<file path="config.mk">
export PLATFORM = sky130hd
export DESIGN_NAME = ones_run_sched
export DESIGN_NICKNAME = d
export VERILOG_FILES = /design/src/rtl/ones_run_sched.sv
export SDC_FILE = /design/constraint.sdc
export NUM_CORES = 1
export LEC_CHECK = 0
export ABC_CLOCK_PERIOD_IN_PS = 1850
export CORE_MARGIN = 2
export CORE_UTILIZATION = 35
export DETAILED_ROUTE_END_ITERATION = 8
export SYNTH_ARGS = -nofsm -noshare
export SYNTH_HDL_FRONTEND = slang
export SYNTH_SLANG_ARGS = --single-unit
</file>
<file path="constraint.sdc">
create_clock -name clk -period 1.85 [get_ports clk]
set_input_delay 0.37 -clock clk [delete_from_list [all_inputs] [get_ports clk]]
set_output_delay 0.37 -clock clk [all_outputs]
set_load 0.01 [all_outputs]
</file>
<file path="src/rtl/ones_run_sched.sv">
// Shared consecutive-ones run counter: NCH serial bit sources time-share one
// saturating increment/clear datapath under round-robin arbitration.
module ones_run_sched #(
    parameter int NCH = 4,
    parameter int CW  = 2
) (
    input  logic                   clk,
    input  logic                   rst_n,
    input  logic [NCH-1:0]         req,
    input  logic [NCH-1:0]         bit_in,
    input  logic [NCH-1:0]         clr,
    output logic [NCH-1:0]         ack,
    output logic                   out_vld,
    output logic [$clog2(NCH)-1:0] out_ch,
    output logic [CW-1:0]          out_cnt,
    output logic                   out_sat
);

    localparam int CHW = $clog2(NCH);
    localparam logic [CW-1:0] MAX = '1;

    logic [CW-1:0]  cnt [NCH];
    logic [CHW-1:0] rr_ptr;

    logic [NCH-1:0] elig;
    logic           grant_vld;
    logic [CHW-1:0] grant_idx;
    int unsigned    scan_idx;
    logic [CW-1:0]  cur_cnt;
    logic [CW-1:0]  next_cnt;

    // A channel acked this cycle still holds its old request, so it is masked.
    assign elig = req & ~clr & ~ack;

    always_comb begin
        grant_vld = 1'b0;
        grant_idx = rr_ptr;
        scan_idx  = 0;
        for (int unsigned k = 1; k <= NCH; k++) begin
            scan_idx = (int'(rr_ptr) + k) % NCH;
            if (!grant_vld && elig[scan_idx]) begin
                grant_vld = 1'b1;
                grant_idx = CHW'(scan_idx);
            end
        end
    end

    always_comb begin
        cur_cnt  = cnt[grant_idx];
        next_cnt = '0;
        if (bit_in[grant_idx]) begin
            next_cnt = (cur_cnt == MAX) ? MAX : cur_cnt + CW'(1);
        end
    end

    always_ff @(posedge clk or negedge rst_n) begin
        if (!rst_n) begin
            for (int unsigned i = 0; i < NCH; i++) begin
                cnt[i] <= '0;
            end
            ack     <= '0;
            out_vld <= 1'b0;
            out_ch  <= '0;
            out_cnt <= '0;
            out_sat <= 1'b0;
            rr_ptr  <= CHW'(NCH - 1);
        end else begin
            for (int unsigned i = 0; i < NCH; i++) begin
                if (clr[i]) begin
                    cnt[i] <= '0;
                end else if (grant_vld && (grant_idx == CHW'(i))) begin
                    cnt[i] <= next_cnt;
                end
            end
            ack     <= grant_vld ? (NCH'(1) << grant_idx) : '0;
            out_vld <= grant_vld;
            if (grant_vld) begin
                out_ch  <= grant_idx;
                out_cnt <= next_cnt;
                out_sat <= (next_cnt == MAX);
                rr_ptr  <= grant_idx;
            end
        end
    end

endmodule

</file>
==> impl_metrics.toml <==
[min_path]
hold_class = "input port to async pin"

[synth]
synth_top_family_by_area = "simple AND/OR/NAND/NOR gates"
synth_edf_count = 0
yosys.area_share.simple = 0.2060
synth_compound_area_frac = 0.1449
synth_cell_types = 34
synth_area_um2 = 1045
synth-main-ff-cell = "dfrtp_1"
synth_top_area_share = 0.4311
ys_seq_elements = 20
synthMuxAreaShare = 0.1317
synthCells = 88
yosys_warnings = 0
synth_xor_area_frac = 0
synthTopCellsByArea = "dfrtp_1 43%, mux2i_1 8.6%, dfstp_2 5.0%, o21ai_1 2.9%, nand3b_1 2.9%"
synthAdderAreaFrac = 0
postSynthAreaPerCell_um2 = 11.87
synth_fp_nets = 102
synthArstFlopShare = 1.000
ys_seq_area_frac = 0.4814
yosys.area.top_type = "dfrtp_1"

[cts]
clk_pin_slew_ns = 0.12
cts_buffers = 3
clockBufferDepth = 2
cts_tree = "yes"
cts_sinks = 20
clk_latency_ns = 0.31
postCtsHoldBufs = 0
cts_root_buffer = "clkbuf_4"
cts_max_level = 1

[drt]
ant_nets = 0
num_vias = 948
drc = 1
dr.pass1.iters = 5
wl_per_cell_um = 15.61
routed_wl_um = 2919
vias_per_cell = 5.070
drtIter0Drc = 12

[global_route]
grt_pass1_wl_um = 4747
grt_use_met1 = 0.2124
grt-busiest-layer = "met2"
first_global_vias = 1047
grt_overflow = 0
grt_antenna_before_repair = 0
grt_max_degree = 21
track_usage = 0.1866
gr-usage-met3 = 0.05275
grt_util_met2 = 0.3387

[worst_setup_path]
ff2ff_path_depth = 7
r2r-start = "ack[3]"
crit_family = "compound AO/OA/AOI/OAI gates"
cpPeakStageDelay_ns = 0.39
path_cells = "or3b_4 > a2bb2oi_4 > o221ai_4 > mux2i_2 > mux2i_4 > o21ai_2 > mux2i_1"
critPathBufInv = 0
cp.depth = 7
crit_arrival_ns = 2.38
end_kind = "register"
slowest_stage = "dfrtp_1"
critPathMaxFanout = 5
timing.reg2reg.setup_slack_ns = -0.34
startpoint_type = "register"
r2r-end = "cnt[7]"
critPathRequiredTime_ns = 2.04
critical_path_class = "register to register"

[power]
peakVddDrop_v = 0.001000
power.density_nw_per_um2 = 1727
p_sw_frac = 0.3720
combPwrFrac = 0.655
p_switching_mw = 1.226
p_leak_nw = 0.8348
p_int_mw = 2.069
p_seq_frac = 0.236
p_clk_frac = 0.109

[timing]
setup_viol = 13
setup_ws_ns = -0.3429
max_freq_ghz = 0.4560
hold_violations = 0
finalMaxSlewViolations = 0
worst_pin_slew_ns = 0.3045
rsz0062_at_grt = "yes"
slew_headroom = 0.7970
period_minus_slack_ns = 2.193
fin_crit_sh = 1.185
clock_skew_ns = 0.005081

[place]
pre_cts_slack_ns = -0.9235
port_buffers = 23
place.gp.congestion = 0.8181
dp_hpwl_um = 1958
dpl_cell_area_um2 = 1539

[run_status]
outcome = "finished, violations left"
violations = "design-rule violations, negative setup slack"

[finish]
utilization = 0.6802
stdcell_area_um2 = 1908
synthToLayoutAreaGrowth_pct = 82.63
drive_above_1_share = 0.5321
antennaDiodeCount = 0
final_cell_mix = "30 x buf_4, 18 x dfrtp_1, 16 x clkdlybuf4s50_1"
final_common_cell = "buf_4"
nNetsFinal = 171

[floorplanning]
dieHeight_um = 58.64
initial_core_util = 0.3724
ios = 24
fp.dieW_um = 58.64
num_rows = 19
dieArea_um2 = 3438
core_area_um2 = 2805

[run]
drv_cap = 0
area by class of cell:
class                   instances  area, um^2
well taps                      31       38.79
clock buffers                   3       22.52
multi-input cells              62       706.9
fillers                       220       897.1
inverters                       6       25.02
flip-flops and latches         20       503.0
clock inverters                 1       30.03
repair buffers                 64       581.8
cell usage after synthesis (3+ instances only):
library cell,n
o21ai_1,6
nand2_1,6
mux2i_1,9
or2b_1,3
inv_1,6
dfrtp_1,18
nand3_1,3
nand3b_1,4
cells by family after synthesis:
group                  Yosys count
AOI/OAI and AO/OA               17
DFF                             20
buffers and inverters            7
and+or+nand+nor                 32
muxes                           12
power groups by stage:
stage	Sequential [mW]	Clock, mW	Combinational [mW]
floorplan	0.786	0	0.769
global placement	0.746	0	1.50
detailed placement	0.755	0	1.53
CTS	0.766	0.370	1.88
global route	0.803	0.388	2.29
finish	0.777	0.360	2.16
through the flow:
| step | hold WS, ns | setup TNS, ns | total power [mW] | instances |
|---|---|---|---|---|
| floorplan | 0.07441 | -1.756 | 1.555 | 88 |
| global placement | 0.4544 | -11.78 | 2.251 | 172 |
| detailed placement | 0.4591 | -12.87 | 2.288 | 172 |
| CTS | 0.3807 | -3.709 | 3.020 | 183 |
| global route | 0.3836 | -4.343 | 3.485 | 187 |
| finish | 0.3777 | -3.496 | 3.295 | 187 |
worst max path at each step:
stage	from	end	slack, ns
2_1_floorplan	ack[3]	cnt[6]	-0.18
3_3_place_gp	req[0]	cnt[6]	-0.84
3_5_place_dp	req[0]	cnt[6]	-0.92
4_1_cts	ack[3]	cnt[6]	-0.36
5_1_grt	ack[3]	cnt[6]	-0.41
6_report	ack[3]	cnt[7]	-0.34
metal layers:
layer | share of wire | wire (um)
met3 | 0.038 | 112
met1 | 0.41 | 1190
met4 | 0.019 | 56
met2 | 0.53 | 1559
met5 | 0 | 0
what timing repair did:
item	4_1_cts	5_1_grt
cloned	1	0
gates resized for setup	28	26
setup buffers	6	5
pin swaps	15	11
endpoints found under the setup margin	18	17
hold endpoints to repair	0	0
sequential cells by signal, indices dropped and copies added, names as in the netlist:
signal	cells
ack	4
cnt	8
out_ch	2
out_cnt	2
out_sat	1
out_vld	1
rr_ptr	2
No activity file was read; power rests on OpenSTA's default activity.
